==> config.mk <==
export PLATFORM = sky130hd
export DESIGN_NAME = clk_wiz_ila
export DESIGN_NICKNAME = d
export VERILOG_FILES = /design/src/rtl/clk_wiz_ila.sv
export SDC_FILE = /design/constraint.sdc
export NUM_CORES = 1
export LEC_CHECK = 0
export ABC_AREA = 1
export CAP_MARGIN = 20
export CORE_AREA = 2 2 234 236
export CTS_BUF_LIST = sky130_fd_sc_hd__clkbuf_8 sky130_fd_sc_hd__clkbuf_16
export DETAILED_ROUTE_END_ITERATION = 6
export DIE_AREA = 0 0 236 238
export HOLD_SLACK_MARGIN = 0.12
export PLACE_DENSITY_LB_ADDON = 0.12
export SYNTH_ARGS = -nofsm -noshare
export SYNTH_HDL_FRONTEND = slang
export SYNTH_SLANG_ARGS = --single-unit
==> constraint.sdc <==
create_clock -name clk_in1 -period 3.29 [get_ports clk_in1]
set_input_delay 0.987 -clock clk_in1 [delete_from_list [all_inputs] [get_ports clk_in1]]
set_output_delay 0.987 -clock clk_in1 [all_outputs]
set_load 0.02 [all_outputs]
==> src/rtl/clk_wiz_ila.sv <==
// rtl/clk_wiz_ila.sv - divide-by-4 quadrature clock generator with lock delay plus a triggered 11-bit logic analyser
`timescale 1ns/1ps
module clk_wiz_ila #(
  parameter int DEPTH       = 64,
  parameter int LOCK_CYCLES = 8,
  localparam int AW         = $clog2(DEPTH),
  localparam int LW         = $clog2(LOCK_CYCLES + 1)
) (
  input  logic          clk_in1,
  input  logic          resetn,
  output logic          clk_out1,
  output logic          clk_out2,
  output logic          clk_out3,
  output logic          clk_out4,
  output logic          locked,
  input  logic [4:0]    probe0,
  input  logic          probe1,
  input  logic          probe2,
  input  logic          probe3,
  input  logic          probe4,
  input  logic          probe5,
  input  logic          probe6,
  input  logic          arm,
  input  logic [10:0]   trig_mask,
  input  logic [10:0]   trig_value,
  input  logic [AW-1:0] rd_addr,
  output logic [10:0]   rd_data,
  output logic          armed,
  output logic          triggered,
  output logic          done
);

  typedef enum logic [1:0] {IDLE, ARMED, CAPTURE, DONE} state_t;

  state_t        state, state_nxt;
  logic [10:0]   sample;
  logic [1:0]    cnt, cnt_nxt;
  logic [LW-1:0] lock_cnt;
  logic          locked_nxt;
  logic          hit;
  logic          wr_en;
  logic [AW-1:0] wr_addr, wr_ptr;
  logic [10:0]   mem [DEPTH];

  assign sample     = {probe6, probe5, probe4, probe3, probe2, probe1, probe0};
  assign hit        = ((sample ^ trig_value) & trig_mask) == 11'd0;
  assign cnt_nxt    = cnt + 2'd1;
  assign locked_nxt = locked | (lock_cnt == LW'(LOCK_CYCLES - 1));

  // Phase outputs decode the next count so each register matches cnt in the same cycle.
  always_ff @(posedge clk_in1 or negedge resetn) begin
    if (!resetn) begin
      cnt      <= 2'd0;
      lock_cnt <= '0;
      locked   <= 1'b0;
      clk_out1 <= 1'b0;
      clk_out2 <= 1'b0;
      clk_out3 <= 1'b0;
      clk_out4 <= 1'b0;
    end else begin
      cnt <= cnt_nxt;
      if (!locked) lock_cnt <= lock_cnt + LW'(1);
      locked   <= locked_nxt;
      clk_out1 <= locked_nxt & (cnt_nxt == 2'd0 || cnt_nxt == 2'd1);
      clk_out2 <= locked_nxt & (cnt_nxt == 2'd1 || cnt_nxt == 2'd2);
      clk_out3 <= locked_nxt & (cnt_nxt == 2'd2 || cnt_nxt == 2'd3);
      clk_out4 <= locked_nxt & (cnt_nxt == 2'd3 || cnt_nxt == 2'd0);
    end
  end

  always_ff @(posedge clk_in1 or negedge resetn) begin
    if (!resetn) state <= IDLE;
    else         state <= state_nxt;
  end

  always_comb begin
    state_nxt = state;
    wr_en     = 1'b0;
    wr_ptr    = wr_addr;
    case (state)
      IDLE, DONE: if (arm) state_nxt = ARMED;
      ARMED: begin
        if (hit) begin
          wr_en     = 1'b1;
          wr_ptr    = '0;
          state_nxt = CAPTURE;
        end
      end
      CAPTURE: begin
        wr_en = 1'b1;
        if (wr_addr == AW'(DEPTH - 1)) state_nxt = DONE;
      end
      default: state_nxt = IDLE;
    endcase
  end

  always_ff @(posedge clk_in1 or negedge resetn) begin
    if (!resetn)    wr_addr <= '0;
    else if (wr_en) wr_addr <= wr_ptr + AW'(1);
  end

  // Buffer has no reset so an aborted capture keeps what it already stored.
  always_ff @(posedge clk_in1) begin
    if (wr_en) mem[wr_ptr] <= sample;
  end

  always_ff @(posedge clk_in1 or negedge resetn) begin
    if (!resetn) rd_data <= 11'd0;
    else         rd_data <= mem[rd_addr];
  end

  assign armed     = (state == ARMED);
  assign triggered = (state == CAPTURE) || (state == DONE);
  assign done      = (state == DONE);

endmodule

; ---- Word-level counts from Yosys, hierarchy flattened
; Memories as Yosys holds them, arrays and structs flattened. A register that Yosys moved wholly into a read port is not among the register bits.
; Index checks and enable logic that the tools add are counted.
[word_totals]
n_memories = 1
word_cells = 52
inputBits = 42
regBits = 19
mem_bits_rw = 704
[memory_table]
columns = name, words, word_bits, read_ports, rd_clocked_by_memory_dff, wr, line
row1 = mem, 64, 11, 1, 1, 1, 43  ; logic [10:0] mem [DEPTH];
[classes]
addsub = 3
bitwise_logic = 7
mux = 10
n_reduce_logical = 11
n_eq_ne = 11
[op_table]
columns = cell, n
row1 = $mux W6, 2
row2 = $and A11 B11 Y11, 1
row3 = $logic_not A11 Y1, 1
row4 = $xor A11 B11 Y11, 1
row5 = $eq A2 B2 Y1 const B, 4
row6 = $add A6 B1 Y6 const B, 1
row7 = $eq A6 B6 Y1 const B, 1
row8 = $mux W2, 3
row9 = $pmux W2 S3, 1
row10 = $logic_or A1 B1 Y1, 5
row11 = $add A4 B1 Y4 const B, 1
row12 = $and A1 B1 Y1, 4
row13 = $eq A2 B1 Y1 const B, 2
row14 = $eq A4 B3 Y1 const B, 1
row15 = $logic_not A2 Y1, 2
row16 = $ne A2 B2 Y1 const B, 2
row17 = $mux W1, 3
row18 = $reduce_and A3 Y1, 1
row19 = $add A2 B1 Y2 const B, 1
row20 = $ne A2 B1 Y1 const B, 1
row21 = $pmux W1 S2, 1
row22 = $reduce_or A2 Y1, 1
row23 = $logic_not A1 Y1, 1
row24 = $or A1 B1 Y1, 1

; ---- Logic depth before layout (Yosys ltp)
[logic_depth]
word_depth = 7
ltp_mapped = 15
depth_no_buf = 14

; ---- Worst setup path before layout
; OpenSTA, ideal clock, no wires.
[synth_timing]
kind = input port to flip-flop
from = in trig_value[3]
to = mem mem[5][0], enable pin
setup_time_ns = 0.378
path_buffers = 1
arrival_time_ns = 2.567
required_ns = 2.912
cell_stages = 11
setup_slack_ns = 0.345
path_cell_list = or2_1 -> nand3_1 -> nand2_1 -> nor2_4 -> nand4_4 -> nand2_2 -> nand2_4 -> clkinv_4 -> buf_6 -> nand3_4 -> nor2_1
[synth_via]
elab_chain_len = 7
word_cells_on_any_way = 9
[synth_lines]
columns = item, line
row1 = from (decl), 25  ; input logic [10:0] trig_value,
row2 = $xor A11 B11 Y11 (*), 46  ; assign hit = ((sample ^ trig_value) & trig_mask) == 11'd0;
row3 = $and A11 B11 Y11 (*), 46
row4 = $logic_not A11 Y1 (*), 46
row5 = $mux W1, 83  ; if (hit) begin
row6 = $pmux W1 S2, 80  ; case (state)
row7 = $mux W1, 104  ; if (wr_en) mem[wr_ptr] <= sample;
row8 = $mux W1 (not written as such), 104
row9 = to (decl), 43
; Mark *: on every way between the ends. The rest lies on a longest branch, timed or not.

; ---- Worst setup path after layout
[layout_timing]
from = reg state[0]
to = out triggered
[layout_via]
elab_chain_len = 2
word_cells_on_any_way = 3
[layout_lines]
columns = item, line
row1 = from (decl), 35  ; state_t state, state_nxt;
row2 = from (signal assigned), 73  ; else state <= state_nxt;
row3 = $eq A2 B2 Y1, 113  ; assign triggered = (state == CAPTURE) || (state == DONE);
row4 = $logic_or A1 B1 Y1 (*), 113
row5 = to (decl), 29  ; output logic triggered,
; Marked as above.

==> results_tabular.tex <==
\begin{tabular}{lr}
\hline
Metric & Value \\
\hline
\multicolumn{2}{l}{\textbf{Clock network}} \\
Largest buffer count on any clock path & 3 \\
CTS clk-pin slew, worst paths & 60 ps \\
Clock H-tree levels & 3 \\
Clock net sink count & 734 \\
Setup Buffers After CTS & 0 \\
Hold buffer count at CTS & 0 \\
Clock tree root buffer cell & clkbuf\_16 \\
Total of cells resized after clock tree synthesis & 0 \\
Clk Latency, worst-skew pair & 620 ps \\
Number of buffers created by CTS & 74 \\
CTS tree & yes \\
\multicolumn{2}{l}{\textbf{Timing}} \\
Unrepaired setup endpoints after global routing & no \\
Final min period & 3180 ps \\
Number of hold-slack violations in the final timing report & 0 \\
Crit share post-route & 0.967 \\
Count of endpoints failing setup in the final report & 0 \\
Transition time at the pin with the least slew margin & 982 ps \\
Total negative slack for setup checks & 0 ps \\
Worst-case hold slack & 434 ps \\
Max Freq & 314 MHz \\
Final setup skew & 24.7 ps \\
Worst slew margin relative to its limit & 0.345 \\
Worst Setup Slack, final & 110 ps \\
Number of max-slew violations in the final report & 0 \\
\multicolumn{2}{l}{\textbf{Global route}} \\
Wire length of the first global-routing pass & 118 mm \\
GRT Residual Overflow & 0 \\
Tot GR Track Use & 0.284 \\
Largest net degree at the start of global routing & 97 \\
Vias in the first global route & 18,860 \\
Initial antenna violation count & 1 \\
\multicolumn{2}{l}{\textbf{Final layout}} \\
NumNets Final & 2,419 \\
Count of antenna diodes in the layout & 0 \\
Post-route core utilization & 0.634 \\
Synthesis-to-finish area growth & 15.7\% \\
Fraction of layout cells with a size suffix above 1 & 0.127 \\
\multicolumn{2}{l}{\textbf{Placed design}} \\
Pre-CTS setup slack & -243 ps \\
Final RePlAce weighted congestion & 0.838 \\
Port bufs & 60 \\
HPWL reported at the end of detailed placement & 46.4 mm \\
\multicolumn{2}{l}{\textbf{Worst setup path}} \\
Critical path start-end classification & reg -> out \\
Slowest cell on the critical path & clkdlybuf4s50\_1 \\
Critical Path Max Stage Delay & 560 ps \\
Data arrival time of the critical path & 2190 ps \\
Data required time at the worst endpoint & 2300 ps \\
Kind of end point of the critical path & output pin \\
List of cells traversed by the critical path & inv\_1, ha\_1, or2\_2, clkdlybuf4s50\_1 \\
Critical path peak fanout & 5 \\
Startpoint type of the worst setup path & register \\
\multicolumn{2}{l}{\textbf{Synthesis}} \\
Nets in the synthesized netlist & 2,269 \\
Top-count cell post-synth & edfxtp\_1 \\
Synthesis warning total & 0 \\
Area share of the largest cell type after synthesis & 0.722 \\
Main area contributors after synthesis & edfxtp\_1, o21ai\_0, nor2\_1 \\
Distinct cell type count after synthesis & 41 \\
Number of enable flip-flop cells after synthesis & 704 \\
Leading area contributor after synthesis & edfxtp\_1 \\
Predominant post-synthesis flop cell & edfxtp\_1 \\
Mean Syn Cell Area & 13.2 um\^{}2 \\
Async S/R FF share, synth & 0.0409 \\
Cell count after synthesis & 2,221 \\
Most frequent cells after synthesis & edfxtp\_1, nor2\_1, o21ai\_0, o22ai\_1, clkbuf\_1 \\
Proportion of synthesized chip area in sequential cells & 0.747 \\
Total of flip-flops plus latches after synthesis & 734 \\
Synth Cell Area & 29,300 um\^{}2 \\
\multicolumn{2}{l}{\textbf{Route}} \\
DRC violations left & 0 \\
Wire length after detailed routing & 79.0 mm \\
Per-cell via count in the routed design & 6.14 \\
Drt first-iter violations & 2,475 \\
Post-DR wirelength/cell & 25.3 um \\
Via total after detailed routing & 19,199 \\
Remaining number of nets flagged by the antenna check after routing & 0 \\
First-pass DRT Iterations & 7 \\
\multicolumn{2}{l}{\textbf{Power and ir drop}} \\
Pwr per Cell Area & 601 nW/um\^{}2 \\
Static leakage & 0.0114 uW \\
Design Power & 20,400 uW \\
Maximum VDD drop & 0.000437 V \\
\multicolumn{2}{l}{\textbf{Die}} \\
Die span in y & 238 um \\
Initial core utilization & 0.548 \\
Cell row count & 85 \\
Floorplan die area & 56,200 um\^{}2 \\
Die span in x & 236 um \\
Num ports & 61 \\
Floorplan core area & 53,500 um\^{}2 \\
\multicolumn{2}{l}{\textbf{Run}} \\
Max Cap Viol & 0 \\
\multicolumn{2}{l}{\textbf{Worst hold path}} \\
Hold Crit Class & reg -> reg \\
\multicolumn{2}{l}{\textbf{Status}} \\
Outcome & finished clean \\
\hline
\end{tabular}
==> per-stage QoR <==
stage | cells | area (um^2)
2_1_floorplan | 2221 | 29300
3_3_place_gp | 2991 | 31600
3_5_place_dp | 2991 | 31600
4_1_cts | 3125 | 33900
5_1_grt | 3125 | 33900
6_report | 3125 | 33900
==> routing by layer <==
layer  track usage  routed length [um]  vias up
li1              -                   -     8630
met3        0.0550                6840      132
met5             0                   0        -
met2         0.445               36500      912
met4         0.107                2570        0
met1         0.401               33000     9525
==> cell families after synthesis <==
family,count (synthesis),synth area share
compound gates,630,0.129
xor+xnor,5,0.00150
fa+ha+maj,6,0.00256
buf+inv,223,0.0313
flops,734,0.747
simple gates,623,0.0885
==> cell usage in the layout (no fill, tap or decap), drive strengths merged, types with 2 or more instances in the layout <==
cell type,instances
clkdlybuf4s50,44
o22ai,109
inv,85
xor2,3
clkinvlp,7
dfrtp,30
o221ai,67
buf,183
edfxtp,704
ha,6
clkbuf,78
nand2,89
o211ai,88
nand4,6
xnor2,2
o21ai,361
nor2,428
clkinv,29
or2,3
bufinv,5
nand3,96
==> final timing paths <==
path | start | end | slack, ps | cells after the start
min | cnt[0] | cnt[0] | 430 | 1
max in group asynchronous | resetn | rd_data[4] | 2200 | 1
min reg2reg | cnt[0] | cnt[0] | 430 | 1
min in group asynchronous | resetn | state[1] | 510 | 1
max reg2reg | state[1] | mem[6][2] | 930 | 9
max | state[0] | triggered | 110 | 4
==> state kept, by name, indices dropped and copies added, names as in the netlist <==
register and flops:
cnt 2, clk_out4 1, clk_out3 1, rd_data 11
state 2, mem 704, lock_cnt 4, locked 1
clk_out1 1, wr_addr 6, clk_out2 1
==> where the power goes <==
part           internal (uW)  total [uW]  switching (uW)
Sequential             10300       10400            73.8
Combinational            578        1840            1260
Clock                   4650        8100            3450
==> worst max-delay path: cells and delay by family (launching register included) <==
| family | cells | cell delay [ps] |
|---|---|---|
| fa+ha+maj | 1 | 240 |
| buf+inv | 2 | 630 |
| flops | 1 | 430 |
| simple gates | 1 | 300 |
==> layout make-up <==
| class | instances | area, um^2 |
|---|---|---|
| flip-flops and latches | 734 | 21900 |
| fillers | 3981 | 19600 |
| multi-input cells | 1264 | 6480 |
| repair buffers | 227 | 2030 |
| clock buffers | 78 | 1940 |
| well taps | 696 | 871 |
| clock inverters | 56 | 395 |
| inverters | 70 | 278 |
No activity file was read; power rests on OpenSTA's default activity.
